<file path="config.mk">
export PLATFORM = sky130hd
export DESIGN_NAME = overlay_timing_gen
export DESIGN_NICKNAME = d
export VERILOG_FILES = /design/src/rtl/overlay_timing_gen.sv
export SDC_FILE = /design/constraint.sdc
export NUM_CORES = 1
export LEC_CHECK = 0
export CORE_AREA = 2 2 169 88
export CTS_BUF_LIST = sky130_fd_sc_hd__clkbuf_16
export CTS_CLUSTER_DIAMETER = 120
export DETAILED_ROUTE_END_ITERATION = 8
export DIE_AREA = 0 0 171 90
export HOLD_SLACK_MARGIN = 0.12
export PLACE_DENSITY = 0.77
export SYNTH_ARGS = -nofsm -noshare
export SYNTH_HDL_FRONTEND = slang
export SYNTH_SLANG_ARGS = --single-unit
</file>
<file path="constraint.sdc">
create_clock -name clock -period 10.8 [get_ports clock]
set_clock_uncertainty 0.2 [all_clocks]
set_input_delay 3.24 -clock clock [delete_from_list [all_inputs] [get_ports clock]]
set_output_delay 3.24 -clock clock [all_outputs]
set_load 0.02 [all_outputs]
</file>
<file path="src/rtl/overlay_timing_gen.sv">
// Video timing generator with a streamed rectangular overlay mixed over
// a background colour; all pins registered one clock after the counters.
module overlay_timing_gen #(
  parameter int H_ACTIVE  = 1280,
  parameter int H_FP      = 110,
  parameter int H_SYNC    = 40,
  parameter int H_BP      = 220,
  parameter int V_ACTIVE  = 720,
  parameter int V_FP      = 5,
  parameter int V_SYNC    = 5,
  parameter int V_BP      = 20,
  parameter bit HSYNC_POL = 1'b1,
  parameter bit VSYNC_POL = 1'b1,
  parameter int CNT_W     = 12,
  parameter int DATA_W    = 24,
  parameter int OVL_W     = 256,
  parameter int OVL_H     = 256
) (
  input  logic              clock,
  input  logic              reset,
  input  logic              enable,
  input  logic              ovl_en,
  input  logic [CNT_W-1:0]  ovl_x,
  input  logic [CNT_W-1:0]  ovl_y,
  input  logic              key_en,
  input  logic [DATA_W-1:0] key_colour,
  input  logic [DATA_W-1:0] bg_colour,
  input  logic [DATA_W-1:0] pix_data,
  input  logic              pix_sof,
  input  logic              pix_valid,
  output logic              pix_ready,
  output logic              DE,
  output logic              HSYNC,
  output logic              VSYNC,
  output logic [DATA_W-1:0] data,
  output logic              frame_start,
  output logic              underflow,
  output logic              sync_err,
  output logic              config_err
);

  localparam int H_TOTAL = H_ACTIVE + H_FP + H_SYNC + H_BP;
  localparam int V_TOTAL = V_ACTIVE + V_FP + V_SYNC + V_BP;

  typedef logic [CNT_W:0] wide_t;
  typedef enum logic [1:0] {SEEK, ARMED, RUNNING} state_e;

  localparam logic [CNT_W-1:0] C_ONE = CNT_W'(1);

  logic [CNT_W-1:0]  h_q, h_d, v_q, v_d;
  logic              lat_en_q, lat_en_d;
  logic [CNT_W-1:0]  lat_x_q, lat_x_d, lat_y_q, lat_y_d;
  state_e            st_q, st_d;
  logic              de_q, de_d, hs_q, hs_d, vs_q, vs_d;
  logic              fs_q, fs_d, cfg_q, cfg_d;
  logic              uf_q, uf_d, se_q, se_d;
  logic [DATA_W-1:0] data_q, data_d;

  logic        frame_pt, h_last, v_last, win_bad;
  logic        cur_en, in_win, origin, last_px;
  logic        active, hs_on, vs_on;
  logic        take, show, uf_set, se_set;
  logic [CNT_W-1:0] cur_x, cur_y;
  wide_t       hw, vw, xw, yw;

  always_comb begin
    hw = wide_t'(h_q);
    vw = wide_t'(v_q);
    frame_pt = (h_q == '0) && (v_q == '0);
    h_last = hw == wide_t'(H_TOTAL - 1);
    v_last = vw == wide_t'(V_TOTAL - 1);
    h_d = h_q + C_ONE;
    v_d = v_q;
    if (h_last) begin
      h_d = '0;
      v_d = v_last ? '0 : v_q + C_ONE;
    end
    if (!enable) begin
      h_d = '0;
      v_d = '0;
    end
  end

  // The frame-start cycle already uses the freshly sampled window.
  always_comb begin
    win_bad = (wide_t'(ovl_x) + wide_t'(OVL_W) > wide_t'(H_ACTIVE))
           || (wide_t'(ovl_y) + wide_t'(OVL_H) > wide_t'(V_ACTIVE));
    cur_en = frame_pt ? (ovl_en && !win_bad) : lat_en_q;
    cur_x  = frame_pt ? ovl_x : lat_x_q;
    cur_y  = frame_pt ? ovl_y : lat_y_q;
    lat_en_d = cur_en;
    lat_x_d  = cur_x;
    lat_y_d  = cur_y;
    xw = wide_t'(cur_x);
    yw = wide_t'(cur_y);
    in_win = cur_en && (hw >= xw) && (hw < xw + wide_t'(OVL_W))
          && (vw >= yw) && (vw < yw + wide_t'(OVL_H));
    origin  = in_win && (h_q == cur_x) && (v_q == cur_y);
    last_px = in_win && (hw == xw + wide_t'(OVL_W - 1))
           && (vw == yw + wide_t'(OVL_H - 1));
    active = (hw < wide_t'(H_ACTIVE)) && (vw < wide_t'(V_ACTIVE));
    hs_on = (hw >= wide_t'(H_ACTIVE + H_FP))
         && (hw < wide_t'(H_ACTIVE + H_FP + H_SYNC));
    vs_on = (vw >= wide_t'(V_ACTIVE + V_FP))
         && (vw < wide_t'(V_ACTIVE + V_FP + V_SYNC));
  end

  always_comb begin
    st_d = st_q;
    pix_ready = 1'b0;
    take = 1'b0;
    uf_set = 1'b0;
    se_set = 1'b0;
    unique case (st_q)
      SEEK: begin
        pix_ready = !pix_sof;
        if (pix_valid && pix_sof) st_d = ARMED;
      end
      ARMED: begin
        pix_ready = origin;
        if (origin) begin
          if (pix_valid && pix_sof) begin
            take = 1'b1;
            st_d = last_px ? ARMED : RUNNING;
          end else begin
            uf_set = 1'b1;
          end
        end
      end
      RUNNING: begin
        pix_ready = in_win && !pix_sof;
        if (in_win) begin
          if (!pix_valid) begin
            uf_set = 1'b1;
          end else if (pix_sof) begin
            se_set = 1'b1;
            st_d = ARMED;
          end else begin
            take = 1'b1;
            if (last_px) st_d = ARMED;
          end
        end
      end
      default: st_d = SEEK;
    endcase
    if (!enable || reset) begin
      st_d = SEEK;
      pix_ready = 1'b0;
      take = 1'b0;
      uf_set = 1'b0;
      se_set = 1'b0;
    end
  end

  always_comb begin
    show = take && !(key_en && (pix_data == key_colour));
    de_d = enable && active;
    hs_d = (enable && hs_on) ? HSYNC_POL : ~HSYNC_POL;
    vs_d = (enable && vs_on) ? VSYNC_POL : ~VSYNC_POL;
    fs_d = enable && frame_pt;
    cfg_d = enable && frame_pt && win_bad;
    uf_d = uf_q | uf_set;
    se_d = se_q | se_set;
    data_d = '0;
    if (enable && active) data_d = show ? pix_data : bg_colour;
  end

  always_ff @(posedge clock or posedge reset) begin
    if (reset) begin
      h_q      <= '0;
      v_q      <= '0;
      lat_en_q <= 1'b0;
      lat_x_q  <= '0;
      lat_y_q  <= '0;
      st_q     <= SEEK;
      de_q     <= 1'b0;
      hs_q     <= ~HSYNC_POL;
      vs_q     <= ~VSYNC_POL;
      fs_q     <= 1'b0;
      cfg_q    <= 1'b0;
      uf_q     <= 1'b0;
      se_q     <= 1'b0;
      data_q   <= '0;
    end else begin
      h_q      <= h_d;
      v_q      <= v_d;
      lat_en_q <= lat_en_d;
      lat_x_q  <= lat_x_d;
      lat_y_q  <= lat_y_d;
      st_q     <= st_d;
      de_q     <= de_d;
      hs_q     <= hs_d;
      vs_q     <= vs_d;
      fs_q     <= fs_d;
      cfg_q    <= cfg_d;
      uf_q     <= uf_d;
      se_q     <= se_d;
      data_q   <= data_d;
    end
  end

  assign DE          = de_q;
  assign HSYNC       = hs_q;
  assign VSYNC       = vs_q;
  assign data        = data_q;
  assign frame_start = fs_q;
  assign config_err  = cfg_q;
  assign underflow   = uf_q;
  assign sync_err    = se_q;

endmodule

</file>
Yosys cells after proc, flatten, opt, wreduce, memory -nomap -nowiden
Cells that the tools add are included.
{ "word_totals": {"wordCells": 126, "register_bits": 82, "in_bits": 103} }
{ "op_classes": {"bitwise": 2, "n_lt_le_gt_ge": 12, "muxes": 42, "add_sub_neg": 8, "reduce_logical": 32, "n_eq_ne": 16} }
{ "op_table": {"columns": ["cell", "count"], "rows": [
  ["two-way mux 12 bit", 7],
  ["adder 12 x 9 -> 13 bit, second input constant", 4],
  ["two-way mux 24 bit", 2],
  ["adder 12 x 8 -> 13 bit, second input constant", 2],
  ["equality test 12 x 13 -> 1 bit", 2],
  ["less-than comparator 12 x 13 -> 1 bit", 2],
  ["adder 12 x 1 -> 12 bit, second input constant", 2],
  ["equality test 12 bit", 2],
  ["equality test 24 bit", 1],
  [">= comparator 12 bit", 2],
  ["zero test 12 bit", 2],
  ["less-than comparator 12 x 10 -> 1 bit, second input constant", 2],
  ["less-than comparator 12 x 11 -> 1 bit, second input constant", 2],
  ["logical AND 1 bit", 22],
  ["two-way mux 1 bit", 20],
  ["two-way mux 2 bit", 9],
  ["!= test 3 bit, second input constant", 5],
  ["greater-than comparator 13 x 10 -> 1 bit, second input constant", 1],
  ["greater-than comparator 13 x 11 -> 1 bit, second input constant", 1],
  ["equality test 12 x 10 -> 1 bit, second input constant", 1],
  ["equality test 12 x 11 -> 1 bit, second input constant", 1],
  [">= comparator 12 x 10 -> 1 bit, second input constant", 1],
  [">= comparator 12 x 11 -> 1 bit, second input constant", 1],
  ["case mux 2 bit (3 select lines)", 1],
  ["other kinds (11)", 17]
]} }

Longest topological paths before layout
{ "depth": {"ltp_word": 18, "depth_mapped": 22, "ltp_nobuf": 20} }

Worst setup path after synthesis
Ideal clock, no wire load.
{ "synth_path": {"kind": "in2out", "start": "in ovl_y[8]", "end": "out pix_ready", "stages": 14, "path_slack_ps": 1482, "arrival_ps": 5878, "cell_sequence": "nand3_1 -> and2_1 -> inv_1 -> ha_1 -> xnor2_1 -> ha_1 -> or3_1 -> nor4_1 -> o31a_1 -> and4_4 -> nand2_1 -> nor2_1 -> o21ai_0 -> a211oi_1"} }
{ "synth_between": {"word_cells_on_any_way": 20} }
{ "synth_rtl": {"columns": ["item", "line_no", "source"], "rows": [
  ["from (decl)", "24", "input logic [CNT_W-1:0] ovl_y,"],
  ["two-way mux 12 bit *", "90", "cur_y = frame_pt ? ovl_y : lat_y_q;"],
  ["via cur_y[8]", "63", "logic [CNT_W-1:0] cur_x, cur_y;"],
  ["adder 12 x 9 -> 13 bit or >= comparator 12 bit (tied branches)", "97", "&& (vw >= yw) && (vw < yw + wide_t'(OVL_H));"],
  ["less-than comparator 12 x 13 -> 1 bit or logical AND 1 bit (tied branches)", "97", null],
  ["logical AND 1 bit", "97", null],
  ["logical AND 1 bit (2 in a row)", "98", "origin = in_win && (h_q == cur_x) && (v_q == cur_y);"],
  ["case mux 1 bit (3 select lines) *", "114", "unique case (st_q)"],
  ["two-way mux 1 bit *", "146", "if (!enable || reset) begin"],
  ["to (decl)", "31", "output logic pix_ready,"]
]} }
The timed path passes the listed nets; every way through them passes the cells marked *.

Worst setup path after layout
{ "layout_path": {"start": "in ovl_x[8]", "end": "out pix_ready"} }
{ "layout_between": {"word_cells_on_any_way": 20} }
{ "layout_rtl": {"columns": ["item", "line_no", "source"], "rows": [
  ["from (decl)", "23", "input logic [CNT_W-1:0] ovl_x,"],
  ["two-way mux 12 bit *", "89", "cur_x = frame_pt ? ovl_x : lat_x_q;"],
  ["via cur_x[8]", "63", null],
  ["adder 12 x 9 -> 13 bit or >= comparator 12 bit (tied branches)", "96", "in_win = cur_en && (hw >= xw) && (hw < xw + wide_t'(OVL_W))"],
  ["less-than comparator 12 x 13 -> 1 bit or logical AND 1 bit (tied branches)", "96", null],
  ["logical AND 1 bit", "96", null],
  ["logical AND 1 bit (2 in a row)", "97", null],
  ["logical AND 1 bit (2 in a row)", "98", null],
  ["case mux 1 bit (3 select lines) *", "114", null],
  ["two-way mux 1 bit *", "146", null]
]} }
Marked as above.

==> out/results.ini <==
[worst_setup_path]
cp_cell_sequence = clkdlybuf4s50_1 > mux2i_1 > inv_1 > ha_1 > xnor2_1 > ha_1 > a21o_1 > a21oi_1 > a211o_1 > o31a_1 > and4_4 > nand2_1 > nor2_1 > o21ai_0 > a211oi_1 > clkdlybuf4s50_1
arrival_ns = 6.97
cp-start-kind = input pin
cp-startpoint = ovl_x[8]
path_max_fanout = 6
crit_path_end_kind = primary output
critPathSlowestCell = clkdlybuf4s50_1
reg2reg_from = v_q[1]$_DFFE_PP0P_
path_class = in -> out
crit_required_ns = 7.36
slowest_delay_ns = 0.65

[pwr]
switching_share_pct = 37.4
clockPowerShare_pct = 30.4
p_comb_share_pct = 34.8
peakVddDrop_mv = 0.0741
powerDensity_nw_per_um2 = 121
switching_power_uw = 391
power_frac_seq_pct = 34.8
power_leakage_uw = 0.00358
p_int_uw = 655

[timing]
slew-limit-headroom_pct = 27.9
slew_violations = 0
hold_slack_ns = 0.281
post-route-period-util_pct = 96.4
worst_pin_slew_ns = 1.08
fin_crit_ns = 10.41
hold_viol_final = 0
rsz0062_at_grt = no
max_freq_mhz = 96.0
setup-tns-final_ns = 0
finalSetupViolations = 0

[final_layout]
diodes = 0
area_growth_syn_to_layout_pct = 26.2
fin_area_um2 = 8660
seq_area_um2 = 2050
multiInputGateArea_um2 = 4460
fillers = 1262
drive_above_1_share_pct = 6.51
fin_nets = 1082

[global_routing]
gr-usage-all-layers_pct = 29.6
overflow = 0
antenna_found_initial = 0
grt_use_met2_pct = 37.0
grt_pass1_wl_um = 35000
use_met3_pct = 11.1
busiest_layer = met1
globalRouteMet1Util_pct = 47.7
grt_pass1_vias = 6272
grt_max_degree = 57

[logic_synthesis]
yosysSeqAreaShare_pct = 29.9
synth-main-ff-cell = dfrtp_1
yosysWarnings = 0
postSynthNetCount = 958
ys_types = 83
syn_area_per_cell_um2 = 8.50
synth_area_um2 = 6860
synth_cells = 808
synth_seq_cells = 82
synth_edf_count = 0
ys_async_sr_fraction_pct = 100

[clock_tree]
clk_latency_ns = 0.35
cts.repair.resized = 0
tritoncts = done
cts_setup_buffers = 0
cts_made_buffers = 9
hold_buffers = 0
cts-htree-levels = 3
clockBufferDepth = 2
cts.sinks = 82
cts.clk_slew.worst_paths_ns = 0.07
root_buffer = clkbuf_16

[floorplan]
ios = 135
initial_core_util_pct = 48.9
die-area_um2 = 15400
fp-row-count = 31
core_area_um2 = 14000
die_y_um = 90
die_w_um = 171

[detailed_routing]
drt_iter0_drc = 867
drt-pass1-iter-count = 6
wl_per_cell_um = 19.7
ant_nets = 0
drc = 0
vias = 6702
routed_wl_um = 22400
vias_per_cell = 5.90

[worst_hold_path]
worstHoldPathType = reg -> reg
min_from = underflow$_DFF_PP0_

[placement]
post-dp-hpwl_um = 17600
portBuffers = 134
place_area_um2 = 8360
place.gp.congestion = 0.967

[status]
outcome = finished, final reports clean

[flow_run]
cap_violations = 0

[cells in the final DEF (no fill, tap or decap), types with 8 or more instances in the layout]
| master | Yosys | routed |
|---|---|---|
| nor4_1 | 14 | 14 |
| dfrtp_1 | 82 | 82 |
| nor2b_1 | 8 | 8 |
| clkbuf_16 | 0 | 9 |
| nor3_1 | 30 | 30 |
| nor2_1 | 70 | 70 |
| mux2i_1 | 36 | 36 |
| xor2_1 | 28 | 28 |
| xnor2_1 | 37 | 37 |
| nand2b_1 | 16 | 16 |
| o211ai_1 | 15 | 15 |
| clkdlybuf4s50_1 | 0 | 134 |
| nand4_1 | 17 | 17 |
| or4_1 | 8 | 8 |
| buf_4 | 1 | 10 |
| and2_1 | 11 | 11 |
| nand3_1 | 38 | 38 |
| a21oi_1 | 30 | 30 |
| inv_1 | 49 | 48 |
| o21ai_0 | 32 | 32 |
| nand2_1 | 71 | 71 |
| ha_1 | 47 | 47 |
| o31ai_1 | 11 | 11 |
| or3_1 | 9 | 9 |
[metal layers]
layer  routed length [um]  up-vias
li1                     -     3177
met1                10900     3144
met2                 8350      361
met3                 2960       20
met4                  197        0
met5                    0        -
[registers in the layout, summed over array words and instances (netlist names), 2 cells and up]
signal,count
h_q,12
st_q,2
lat_x_q,12
data,24
v_q,12
lat_y_q,12
[power groups by stage]
stage	sequential (uW)	combinational, uW	clock (uW)
detailed placement	369	352	0
global route	368	398	336
finish	364	364	318
CTS	363	355	323
global placement	368	349	0
floorplan	367	220	0
[cell usage after synthesis, drive strengths merged (7+ instances only)]
library cell | n | area [um^2]
nand2b | 16 | 100
nor2b | 8 | 50.1
or4 | 8 | 60.1
o211ai | 15 | 113
o21ai | 35 | 175
xor2 | 28 | 245
inv | 49 | 184
xnor2 | 37 | 324
dfrtp | 82 | 2050
a31oi | 7 | 43.8
nor4 | 17 | 125
a21oi | 31 | 166
and3 | 8 | 51.3
nor3 | 32 | 170
nor2 | 72 | 280
clkbuf | 17 | 63.8
and2 | 12 | 76.3
ha | 47 | 588
buf | 14 | 106
nand2 | 72 | 273
o41ai | 7 | 61.3
o31ai | 12 | 95.1
nand3 | 38 | 190
or3 | 11 | 78.8
mux2i | 36 | 360
nand4 | 20 | 153
[final cells by class]
type | instances | share of cell area [%]
Clock inverter | 7 | 0.881
Multi-Input combinational cell | 646 | 51.5
Sequential cell | 82 | 23.7
Tap cell | 198 | 2.86
Clock buffer | 9 | 2.60
Inverter | 49 | 2.14
Timing Repair Buffer | 144 | 16.3
[critical path: cells and delay by family]
family | cells | cell delay (ns)
buffers and inverters | 3 | 1.30
AO/OA/AOI/OAI | 6 | 0.89
adder cells (fa/ha/maj) | 2 | 0.55
AND/OR/NAND/NOR | 3 | 0.51
multiplexers | 1 | 0.29
XOR/XNOR | 1 | 0.20
[per-stage QoR]
stage | setup WS, ns | instances | utilization (%) | total power [uW]
after CTS | 0.406 | 1135 | 61.7 | 1040
after floorplan | 1.48 | 808 | - | 587
after detailed placement | 0.439 | 1119 | 59.6 | 721
after global routing | 0.0632 | 1135 | 61.7 | 1100
final | 0.386 | 1135 | 61.7 | 1050
after global placement | 0.494 | 1119 | 59.6 | 718
[final timing paths]
check                           slack [ns]  depth (start not counted)                   end
worst max register to register        4.85                         21    data[13]$_DFF_PP0_
max in group asynchronous             6.29                          3  lat_y_q[2]$_DFF_PP0_
worst min-delay path                  0.28                          1   underflow$_DFF_PP0_
min in group asynchronous             3.05                          2  lat_x_q[6]$_DFF_PP0_
worst min register to register        0.28                          1   underflow$_DFF_PP0_
worst max-delay path                  0.39                         16             pix_ready
[logic make-up after synthesis]
| kind of cell | Yosys count | synth area share (%) |
|---|---|---|
| xor+xnor | 65 | 8.29 |
| flops | 82 | 29.9 |
| simple gates | 335 | 26.0 |
| mux | 38 | 5.63 |
| compound gates | 160 | 16.3 |
| fa+ha+maj | 48 | 8.71 |
| buf+inv | 80 | 5.16 |
No activity file was read; power rests on OpenSTA's default activity.
